File: src/rtl/mux_pkg.sv
// Shared definitions for the 16:1 word multiplexer slice.
package mux_pkg;

  localparam int unsigned DATA_W = 16;

  typedef logic [DATA_W-1:0] word_t;

endpackage

File: src/rtl/mux_16_mux4_w.sv
// Combinational 4:1 word multiplexer, the building block of the mux_16 tree.
module mux4_w #(
  parameter int unsigned WIDTH = 16
) (
  input  logic [1:0]       sel_i,
  input  logic [WIDTH-1:0] d0_i,
  input  logic [WIDTH-1:0] d1_i,
  input  logic [WIDTH-1:0] d2_i,
  input  logic [WIDTH-1:0] d3_i,
  output logic [WIDTH-1:0] y_o
);

  // A full case on a 2-bit select means only the chosen input ever reaches y_o.
  always_comb begin
    y_o = '0;
    case (sel_i)
      2'd0: y_o = d0_i;
      2'd1: y_o = d1_i;
      2'd2: y_o = d2_i;
      2'd3: y_o = d3_i;
      default: y_o = '0;
    endcase
  end

endmodule

File: src/rtl/mux_16.sv
// 16:1 word multiplexer with a single registered output stage and async reset.
module mux_16
  import mux_pkg::*;
#(
  parameter int unsigned WIDTH = DATA_W
) (
  input  logic             clk,
  input  logic             rst,
  input  logic             s3,
  input  logic             s2,
  input  logic             s1,
  input  logic             s0,
  input  logic [WIDTH-1:0] i0,
  input  logic [WIDTH-1:0] i1,
  input  logic [WIDTH-1:0] i2,
  input  logic [WIDTH-1:0] i3,
  input  logic [WIDTH-1:0] i4,
  input  logic [WIDTH-1:0] i5,
  input  logic [WIDTH-1:0] i6,
  input  logic [WIDTH-1:0] i7,
  input  logic [WIDTH-1:0] i8,
  input  logic [WIDTH-1:0] i9,
  input  logic [WIDTH-1:0] i10,
  input  logic [WIDTH-1:0] i11,
  input  logic [WIDTH-1:0] i12,
  input  logic [WIDTH-1:0] i13,
  input  logic [WIDTH-1:0] i14,
  input  logic [WIDTH-1:0] i15,
  output logic [WIDTH-1:0] op
);

  logic [1:0]       sel_lo;
  logic [1:0]       sel_hi;
  logic [WIDTH-1:0] grp0;
  logic [WIDTH-1:0] grp1;
  logic [WIDTH-1:0] grp2;
  logic [WIDTH-1:0] grp3;
  logic [WIDTH-1:0] op_d;
  logic [WIDTH-1:0] op_q;

  assign sel_lo = {s1, s0};
  assign sel_hi = {s3, s2};

  // First level picks within each group of four, second level picks the group.
  mux4_w #(.WIDTH(WIDTH)) u_grp0 (
    .sel_i(sel_lo), .d0_i(i0),  .d1_i(i1),  .d2_i(i2),  .d3_i(i3),  .y_o(grp0)
  );
  mux4_w #(.WIDTH(WIDTH)) u_grp1 (
    .sel_i(sel_lo), .d0_i(i4),  .d1_i(i5),  .d2_i(i6),  .d3_i(i7),  .y_o(grp1)
  );
  mux4_w #(.WIDTH(WIDTH)) u_grp2 (
    .sel_i(sel_lo), .d0_i(i8),  .d1_i(i9),  .d2_i(i10), .d3_i(i11), .y_o(grp2)
  );
  mux4_w #(.WIDTH(WIDTH)) u_grp3 (
    .sel_i(sel_lo), .d0_i(i12), .d1_i(i13), .d2_i(i14), .d3_i(i15), .y_o(grp3)
  );

  mux4_w #(.WIDTH(WIDTH)) u_top (
    .sel_i(sel_hi), .d0_i(grp0), .d1_i(grp1), .d2_i(grp2), .d3_i(grp3), .y_o(op_d)
  );

  always_ff @(posedge clk or posedge rst) begin
    if (rst) begin
      op_q <= '0;
    end else begin
      op_q <= op_d;
    end
  end

  assign op = op_q;

endmodule

File: config.mk
export PLATFORM = sky130hd
export DESIGN_NAME = mux_16
export DESIGN_NICKNAME = d
export VERILOG_FILES = /design/src/rtl/mux_pkg.sv /design/src/rtl/mux_16_mux4_w.sv /design/src/rtl/mux_16.sv
export SDC_FILE = /design/constraint.sdc
export NUM_CORES = 1
export LEC_CHECK = 0
export ABC_AREA = 1
export BUFFER_PORTS_ARGS = -buffer_cell sky130_fd_sc_hd__buf_4
export CAP_MARGIN = 10
export CORE_AREA = 5 5 105 107
export CTS_CLUSTER_SIZE = 30
export DETAILED_ROUTE_END_ITERATION = 12
export DIE_AREA = 0 0 110 112
export PLACE_DENSITY_LB_ADDON = 0.1
export SLEW_MARGIN = 25
export SYNTH_ARGS = -nofsm -noshare
export SYNTH_HDL_FRONTEND = slang
export SYNTH_SLANG_ARGS = --single-unit
export TNS_END_PERCENT = 1
File: constraint.sdc
create_clock -name clk -period 0.8 [get_ports clk]
set_input_delay 0.04 -clock clk [delete_from_list [all_inputs] [get_ports clk]]
set_output_delay 0.04 -clock clk [all_outputs]
set_load 0.005 [all_outputs]
After elaboration in Yosys (flattened, before gate mapping)

Cells that the tools add are included.

Equality and inequality tests: 6
Multiplexer cells: 5
Reduce and logical (&&, ||, !) cells: 2

Operator list:

| kind                                                                  | count |
|---|---|
| 16-bit case mux with 4 select lines                                   | 5 |
| 2-bit equality test, second input constant                            | 4 |
| 2-bit by 1-bit equality test with 1-bit output, second input constant | 2 |
| 2-bit zero test                                                       | 2 |

Register bits: 16
Input port bits: 262
Output and inout port bits: 16

Logic depth before layout (Yosys ltp)

Gate-level depths: netlist (run 1).

Depth after elaboration: 3
Mapped depth: 9

Hierarchy

Synthesis (run 1) repeated with hierarchy kept, for this count alone.

Cells, all modules: 487
Area, all modules: 3025.4 um^2

Modules (own cells, without submodules):

| module | instances | cells an instance | area each (um^2) |
|---|---|---|---|
| mux4_w | 5         | 94                | 524.3 |
| mux_16 | 1         | 17                | 404.1 |

Worst setup path before layout (run 1)

OpenSTA, ideal clock, no wires.

Path type: input to register
Start: input s0
End: register op_q[15] (netlist: op[15])
Library setup time: 0.130 ns
Data arrival time: 0.782 ns
Required time: 0.670 ns
Slack: -0.112 ns
Stages on the path: 9
Buffers on the path: 3
Cells stage by stage: buf_4 -> nand2_2 -> inv_2 -> buf_6 -> buf_6 -> nand2_1 -> nand3_1 -> nand2_1 -> nand4_1

Word-level cells in the longest chain between the ends: 3
Elaborated cells on any way between the ends: 9

RTL lines:

| what                                        | line                | text |
|---|---|---|
| from (decl)                                 | mux_16.sv:12        | `input logic s0,` |
| 2-bit equality test (tied with other cells) | mux_16_mux4_w.sv:16 | `case (sel_i)` |
| 16-bit case mux with 4 select lines         | mux_16_mux4_w.sv:16 |  |
| 16-bit case mux with 4 select lines (*)     | mux_16_mux4_w.sv:16 |  |
| via op_d[15]                                | mux_16.sv:38        | `logic [WIDTH-1:0] op_d;` |
| to (signal assigned)                        | mux_16.sv:66        | `op_q <= op_d;` |
| to (decl)                                   | mux_16.sv:39        | `logic [WIDTH-1:0] op_q;` |

Mark *: on every way through the listed nets, which the timed path passes. The rest lies on a longest branch.

Worst setup path after layout (run 1)

Start: register op_q[2] (netlist: op[2])
End: output op[2]

RTL lines:

| what      | line         | text |
|---|---|---|
| to (decl) | mux_16.sv:29 | `output logic [WIDTH-1:0] op` |

No word-level cell between the ends.

==> results.toml, run 1 <==
[status]
violations = "setup timing"
status = "finished, violations left"

[route]
drt-total-wl_um = 16200
routed.top_layer = "met4"
wirelength_met1_um = 6660
wire_per_inst_um = 17.1
wl_met2_um = 7670
drt_iter0_drc = 321
num_vias = 4700
ant_nets = 0
routed_via_density = 4.98
wl_met3_um = 1460
drtPass1Iterations = 5
drc = 0

[sta]
final.period_utilization_pct = 102
finalHoldViolations = 0
worst_pin_slew_ns = 0.225
slew_violations = 0
relSlewSlack_pct = 85.0
hold_ws_ns = 0.131
fmax_mhz = 1220
fin_ws_ns = -0.0175
tns_ns = -0.0638
period_minus_slack_ns = 0.817
setup_viol = 5
rsz0062_at_grt = "true"

[critical_path]
required_ns = 0.76
worstPathArrival_ns = 0.78
cp-end-kind = "output pin"
start_kind = "flop"
path_cells = "buf_6"
cp_top_family = "flip-flops"
slowest_delay_ns = 0.41
critPathKind = "flop to output pin"
crit_fanout = 1
path_buf_inv = 1
worst_path_max_delay_cell = "dfrtp_1"

[place]
gp_congestion = 0.912
dpl.hpwl_um = 13700
pre_cts_slack_ns = -0.362
port_buffers = 277

[clock_tree]
clock_path_buffers = 2
tritoncts = "yes"
cts_sinks = 16
h-tree-depth = 1
post_cts_buffers = 0
numCtsBuffers = 3
clk_pin_slew_ns = 0.06
cts_root_buf = "clkbuf_8"

[cells_and_area]
syn2layout_area_growth_pct = 87.8
utilization_pct = 54.4
fin_nets = 1072
drive_above_1_share_pct = 39.9
nFillCells = 1035
largest_register_ffs = 16
antennaDiodeCount = 0

[power_and_ir_drop]
power_density_mw_per_mm2 = 785
leakage_nw = 2.97
peakVddDrop_v = 0.000408
power.total_w = 0.00429

[run]
maxCapViolCount = 0

[yosys]
synth_fp_nets = 803
netlist_instances = 541
synth.avg_cell_area_um2 = 5.38
netlist.area_leader.share_pct = 21.3
netlist_top_cells_area = "nand3_1 (21%), nand2_1 (18%), dfrtp_1 (14%)"
synth-seq-area-share_pct = 13.8
synth_top_area_cell = "nand3_1"
synth_cell_types = 19
ys_warn_count = 0
synth_seq_cells = 16
synth.cell_area_mm2 = 0.00291

[worst_hold_path]
min_path_type = "input pin to flop"

[floorplan]
die_y_um = 112
pin_count = 278
start_util_pct = 29.0
rows = 37
die_area_mm2 = 0.0123
fp.dieW_um = 110
coreArea_mm2 = 0.0100

[grt]
overflow = 0
grt_max_degree = 49
track_usage_pct = 25.3
grt_pass1_vias = 4698
antenna_found_initial = 0
grt_pass1_wl_um = 24400
final timing paths:
path / from / slack [ns] / end / depth (start not counted)
worst max-delay path: op[2] / -0.02 / op[2] / 1
worst min-delay path: i14[0] / 0.13 / op[0] / 5
max in group asynchronous: rst / 0.23 / op[7] / 4
min in group asynchronous: rst / 0.38 / op[5] / 4
Yosys cell counts, drive strengths merged:
cell	count
nand4	16
nor2	2
inv	73
buf	27
dfrtp	16
o21bai	32
nand3	124
nand2	143
a21oi	62
o21ai	30
clkbuf	16
routing by layer:
layer	up-vias	global-route usage [%]
li1	2332	-
met5	-	0
met1	2122	34.0
met4	0	6.98
met2	220	40.6
met3	26	5.16
what timing repair did:
item | in CTS | in global routing
setup endpoints to repair | 24 | 31
endpoints found under the hold margin | 16 | 0
hold buffers | 1 | 0
gates resized for setup | 15 | 22
cells in the final DEF (no fill, tap or decap):
cell type and count:
a21oi_1 62, buf_12 13, buf_16 1, buf_4 272
buf_6 19, buf_8 1, clkbuf_8 3, dfrtp_1 16
dlygate4sd3_1 1, inv_1 70, inv_2 2, inv_6 1
nand2_1 136, nand2_2 6, nand2_4 1, nand3_1 124
nand4_1 16, nor2_2 1, nor2_4 1, o21ai_0 17
o21ai_1 13, o21bai_1 31, o21bai_4 1
cells by family (layout without fill, tap and decap cells):
logic type             count (synthesis)  in the layout  synth area share, %
buffers and inverters                116            383                 18.4
AND/OR/NAND/NOR                      285            285                 43.8
flip-flops                            16             16                 13.8
AO/OA/AOI/OAI                        124            124                 24.1
through the flow:
stage          area (µm²)  std cells
2_1_floorplan        2950        541
3_3_place_gp         5290        940
3_5_place_dp         5290        940
4_1_cts              5390        944
5_1_grt              5470        944
6_report             5470        944
cell type report:
class	count	area, µm²	area share, %
Clock buffer	3	41.3	0.755
Inverter	73	279	5.10
Multi-Input combinational cell	409	2010	36.7
Sequential cell	16	400	7.32
Tap cell	136	170	3.11
Timing Repair Buffer	307	2570	47.0
power by group:
| group | internal (W) | switching (W) | leakage [nW] |
|---|---|---|---|
| clock | 0.000334 | 0.000271 | 0.0216 |
| sequential | 0.000918 | 0.0000696 | 0.196 |
| combinational | 0.00157 | 0.00113 | 2.75 |
| total | 0.00282 | 0.00147 | 2.97 |
(Power assumes the default switching activity.)
==> run 2, diff against run 1 <==
--- a/config.mk
+++ b/config.mk
@@ -9,9 +9,9 @@
 export BUFFER_PORTS_ARGS = -buffer_cell sky130_fd_sc_hd__buf_4
 export CAP_MARGIN = 10
 export CORE_AREA = 5 5 105 107
-export CTS_CLUSTER_SIZE = 30
 export DETAILED_ROUTE_END_ITERATION = 12
 export DIE_AREA = 0 0 110 112
+export MAX_ROUTING_LAYER = met4
 export PLACE_DENSITY_LB_ADDON = 0.1
 export SLEW_MARGIN = 25
 export SYNTH_ARGS = -nofsm -noshare
==> results.toml, run 2 (synthesized netlist as in run 1, its figures left out) <==
[grt]
overflow = 0
antenna_found_initial = 0
grt_pass1_wl_um = 24400
grt_pass1_vias = 4817
grt_max_degree = 47
track_usage_pct = 26.0

[route]
num_vias = 4688
wire_per_inst_um = 17.3
drtPass1Iterations = 4
ant_nets = 0
drt-total-wl_um = 16400
routed_via_density = 4.96
drc = 0
drt_iter0_drc = 212

[sta]
final.period_utilization_pct = 103
relSlewSlack_pct = 82.7
rsz0062_at_grt = "true"
fmax_mhz = 1220
fin_ws_ns = -0.0228
slew_violations = 0
worst_pin_slew_ns = 0.260
period_minus_slack_ns = 0.823
finalHoldViolations = 0
setup_viol = 8

[clock_tree]
cts_root_buf = "clkbuf_8"
cts_sinks = 16
h-tree-depth = 1
numCtsBuffers = 3
clk_pin_slew_ns = 0.07
clock_path_buffers = 2
tritoncts = "yes"

[critical_path]
slowest_delay_ns = 0.40
path_cells = "buf_6"
cp-end-kind = "output pin"
crit_end = "op[11]"
critPathKind = "flop to output pin"
path_buf_inv = 1
required_ns = 0.76
crit_start = "op[11]"
start_kind = "flop"
cp_top_family = "flip-flops"
cp_num_cells = 1
worstPathArrival_ns = 0.78
crit_fanout = 1
worst_path_max_delay_cell = "dfrtp_1"

[place]
dpl.cell_count = 939
dpl.hpwl_um = 13500
port_buffers = 277
gp_congestion = 0.925

[run]
maxCapViolCount = 0

[floorplan]
die_area_mm2 = 0.0123
fp.dieW_um = 110
die_y_um = 112
start_util_pct = 29.0
coreArea_mm2 = 0.0100
rows = 37
pin_count = 278

[cells_and_area]
syn2layout_area_growth_pct = 88.0
fin_nets = 1072
final_common_cell = "buf_4"
antennaDiodeCount = 0
layoutNonFillerInstCount = 945
largest_register_ffs = 16
drive_above_1_share_pct = 40.5
utilization_pct = 54.5
final_cell_mix = "buf_4 (275), nand2_1 (132), nand3_1 (122)"

[power_and_ir_drop]
peakVddDrop_v = 0.000474
power_density_mw_per_mm2 = 810
leakage_nw = 2.98

[status]
violations = "setup timing"
status = "finished, violations left"

[worst_hold_path]
min_path_type = "input pin to flop"
run 2: changes by cell type in the layout (fill, tap and decap cells not counted), moves of 2 or more:
cell     before  now
buf_6        19   17
buf_4       272  275
nand2_1     136  132
nand2_2       6   10
nand3_1     124  122
nand3_2       0    2
run 2: through the flow:
stage / total power [W] / cell area (µm²) / setup slack (ns) / setup TNS, ns / hold slack (ns)
after floorplan: 0.00197 / 2950 / -0.0537 / -0.697 / -0.0463
after global placement: 0.00353 / 5270 / -0.310 / -4.13 / 0.0801
after detailed placement: 0.00354 / 5270 / -0.328 / -4.48 / 0.0862
after CTS: 0.00442 / 5420 / -0.0291 / -0.150 / 0.105
after global routing: 0.00476 / 5470 / -0.0489 / -0.533 / 0.132
final: 0.00443 / 5470 / -0.0228 / -0.0970 / 0.113
run 2: worst min path at each step:
| stage | startpoint | end | slack [ns] | cells past startpoint |
|---|---|---|---|---|
| detailed placement | rst | op[12] | 0.09 | 3 |
| global route | i15[7] | op[7] | 0.13 | 5 |
| floorplan | rst | op[0] | -0.05 | 1 |
| CTS | i14[2] | op[2] | 0.10 | 5 |
| global placement | rst | op[12] | 0.08 | 3 |
| finish | i15[7] | op[7] | 0.11 | 5 |
run 2: per-layer routing:
layer	track usage, %	up-vias	share of wire, %
li1	-	2331	-
met1	33.8	2095	41
met2	42.4	240	48
met3	3.59	22	8.8
met4	5.99	0	2.1
met5	-	-	0
run 2: timing repair:
action                                  4_1_cts  5_1_grt
hold buffers                                  1        0
gates resized for setup                      15       20
endpoints found under the setup margin       21       30
buffers inserted                              0        0
cloned                                        1        0
endpoints found under the hold margin        16        0
run 2: layout make-up:
cell class | instances | area (µm²)
sequential | 16 | 400
timing repair buffer | 307 | 2550
fill | 1061 | 4570
tap | 136 | 170
clock buffer | 4 | 55.1
multi-input combinational | 409 | 2020
inverter | 73 | 277
run 2: power by group:
part / internal, W / total (W) / switching, W / leakage (nW)
Clock: 0.000438 / 0.000759 / 0.000321 / 0.0288
Combinational: 0.00156 / 0.00269 / 0.00113 / 2.76
Sequential: 0.000917 / 0.000980 / 0.0000633 / 0.196
==> run 3, diff against run 2 <==
--- a/config.mk
+++ b/config.mk
@@ -8,13 +8,15 @@
 export ABC_AREA = 1
 export BUFFER_PORTS_ARGS = -buffer_cell sky130_fd_sc_hd__buf_4
 export CAP_MARGIN = 10
-export CORE_AREA = 5 5 105 107
+export CORE_AREA = 5 5 104 106
 export DETAILED_ROUTE_END_ITERATION = 12
-export DIE_AREA = 0 0 110 112
+export DIE_AREA = 0 0 109 111
 export MAX_ROUTING_LAYER = met4
 export PLACE_DENSITY_LB_ADDON = 0.1
+export SKIP_LAST_GASP = 1
 export SLEW_MARGIN = 25
 export SYNTH_ARGS = -nofsm -noshare
 export SYNTH_HDL_FRONTEND = slang
+export SYNTH_HIERARCHICAL = 1
 export SYNTH_SLANG_ARGS = --single-unit
 export TNS_END_PERCENT = 1
==> results.toml, run 3 <==
[cells_and_area]
antennaDiodeCount = 0
final_cell_mix = "buf_4 (289), nand3_1 (233), nand2_1 (80), nand4_1 (80), dfrtp_1 (16)"
fin_area_mm2 = 0.00550
final_common_cell = "buf_4"
syn2layout_area_growth_pct = 81.7
drive_above_1_share_pct = 45.4
fin_nets = 1016
largest_register_ffs = 16
nFillCells = 933
layoutNonFillerInstCount = 886

[critical_path]
cp-end-kind = "flop"
cpMostUsedCell = "nand4_1"
path_cells = "buf_16, buf_12, buf_6, nand3_1, nand4_1, nand2_1, nand4_1"
start_kind = "input pin"
required_ns = 0.91
worstPathArrival_ns = 0.92
crit_fanout = 19
slowest_delay_ns = 0.16
worst_path_max_delay_cell = "buf_6"
critPathKind = "input pin to flop"
path_buf_inv = 3
cp_top_family = "buffers and inverters"

[route]
drt_iter0_drc = 294
drtPass1Iterations = 5
drt-total-wl_um = 17000
drc = 0
wire_per_inst_um = 19.2
ant_nets = 0
routed_via_density = 5.47
num_vias = 4843

[power_and_ir_drop]
peakVddDrop_v = 0.000608
leakage_nw = 2.63
power.total_w = 0.00448
power_density_mw_per_mm2 = 814

[yosys]
synth-seq-area-share_pct = 13.2
netlist_top_cells_area = "nand3_1 (40%), nand4_1 (17%), dfrtp_1 (13%)"
synth_commonest_cells = "nand3_1 (240), nand2_1 (80), nand4_1 (80)"
ys_warn_count = 6
synth.avg_cell_area_um2 = 6.21
synth_top_area_cell = "nand3_1"
synth.cell_area_mm2 = 0.00303
synth_cell_types = 11
async_flop_share_pct = 100
netlist.area_leader.share_pct = 39.7
synth_seq_cells = 16
synth_fp_nets = 749
synth_edf_count = 0
yosysMostFrequentCell = "nand3_1"
ys.flop_type = "dfrtp_1"
netlist_instances = 487

[grt]
antenna_found_initial = 0
overflow = 0
grt_max_degree = 42
grt_use_met2_pct = 44.8
use_met1_pct = 30.7
grt_use_met3_pct = 4.08
grt_pass1_wl_um = 24100
grt_most_used_layer = "met2"
grt_pass1_vias = 4712
track_usage_pct = 25.7

[floorplan]
die_area_mm2 = 0.0121
fp.dieW_um = 109
die_y_um = 111
rows = 36
coreArea_mm2 = 0.00968
start_util_pct = 31.2
pin_count = 278

[sta]
finalHoldViolations = 0
final.period_utilization_pct = 102
fmax_mhz = 1230
fin_ws_ns = -0.0158
slew_violations = 0
worst_pin_slew_ns = 0.296
rsz0062_at_grt = "true"
period_minus_slack_ns = 0.816
relSlewSlack_pct = 80.3
setup_viol = 2

[status]
violations = "setup timing"
status = "finished, violations left"

[clock_tree]
numCtsBuffers = 3
clock_path_buffers = 2
cts_root_buf = "clkbuf_8"
h-tree-depth = 1
cts_sinks = 16
clk_pin_slew_ns = 0.06
tritoncts = "yes"

[worst_hold_path]
min_path_type = "input pin to flop"

[place]
port_buffers = 277
dpl.hpwl_um = 13700
place_area_mm2 = 0.00503
gp_congestion = 0.949
dpl.cell_count = 868

[run]
maxCapViolCount = 0
==> run 3: path summary, 6_finish.rpt <==
path                        from  endpoint  cells after the start
max in group asynchronous    rst    op[11]                      4
worst min-delay path       i0[2]     op[2]                      5
worst max-delay path          s0    op[11]                      7
min in group asynchronous    rst     op[2]                      4
==> run 3: final cells by class <==
class,instances,area (µm²),area share (%)
clock buffer,4,55.1,1.00
sequential,16,400,7.28
tap,133,166,3.03
timing repair buffer,314,2650,48.1
multi-input combinational,408,2170,39.5
inverter,11,58.8,1.07
==> run 3: cells by family (layout without fill, tap and decap cells) <==
kind of cell | after synthesis | after routing | synth area share (%)
buffers and inverters | 66 | 329 | 17.3
DFF | 16 | 16 | 13.2
and+or+nand+nor | 405 | 408 | 69.5
==> run 3: where the power goes <==
group / internal, W / switching, W / total (W)
Clock: 0.000436 / 0.000256 / 0.000692
Combinational: 0.00156 / 0.00126 / 0.00282
Sequential: 0.000918 / 0.0000407 / 0.000959
==> run 3: metal layers <==
metal,share of wire (%),vias up
li1,-,2344
met1,38,2219
met2,52,252
met3,8.2,28
met4,2.1,0
met5,0,-
==> run 3: metrics by stage <==
| stage | hold slack, ns | worst slack (ns) | util (%) | TNS (ns) |
|---|---|---|---|---|
| floorplan | -0.0463 | 0.0214 | - | 0 |
| global placement | 0.0652 | -0.551 | 52.0 | -8.37 |
| detailed placement | 0.0641 | -0.558 | 52.0 | -8.47 |
| CTS | 0.129 | -0.0131 | 54.1 | -0.0789 |
| global route | 0.155 | -0.0451 | 56.8 | -0.449 |
| finish | 0.132 | -0.0158 | 56.8 | -0.0186 |
==> run 3: what timing repair did <==
| action | in CTS | in global routing |
|---|---|---|
| gates resized for setup | 24 | 14 |
| setup endpoints to repair | 21 | 30 |
| hold buffers | 1 | 0 |
| pin swaps | 10 | 23 |
| hold endpoints to repair | 16 | 0 |
| buffers inserted | 0 | 3 |
| gates cloned | 2 | 8 |
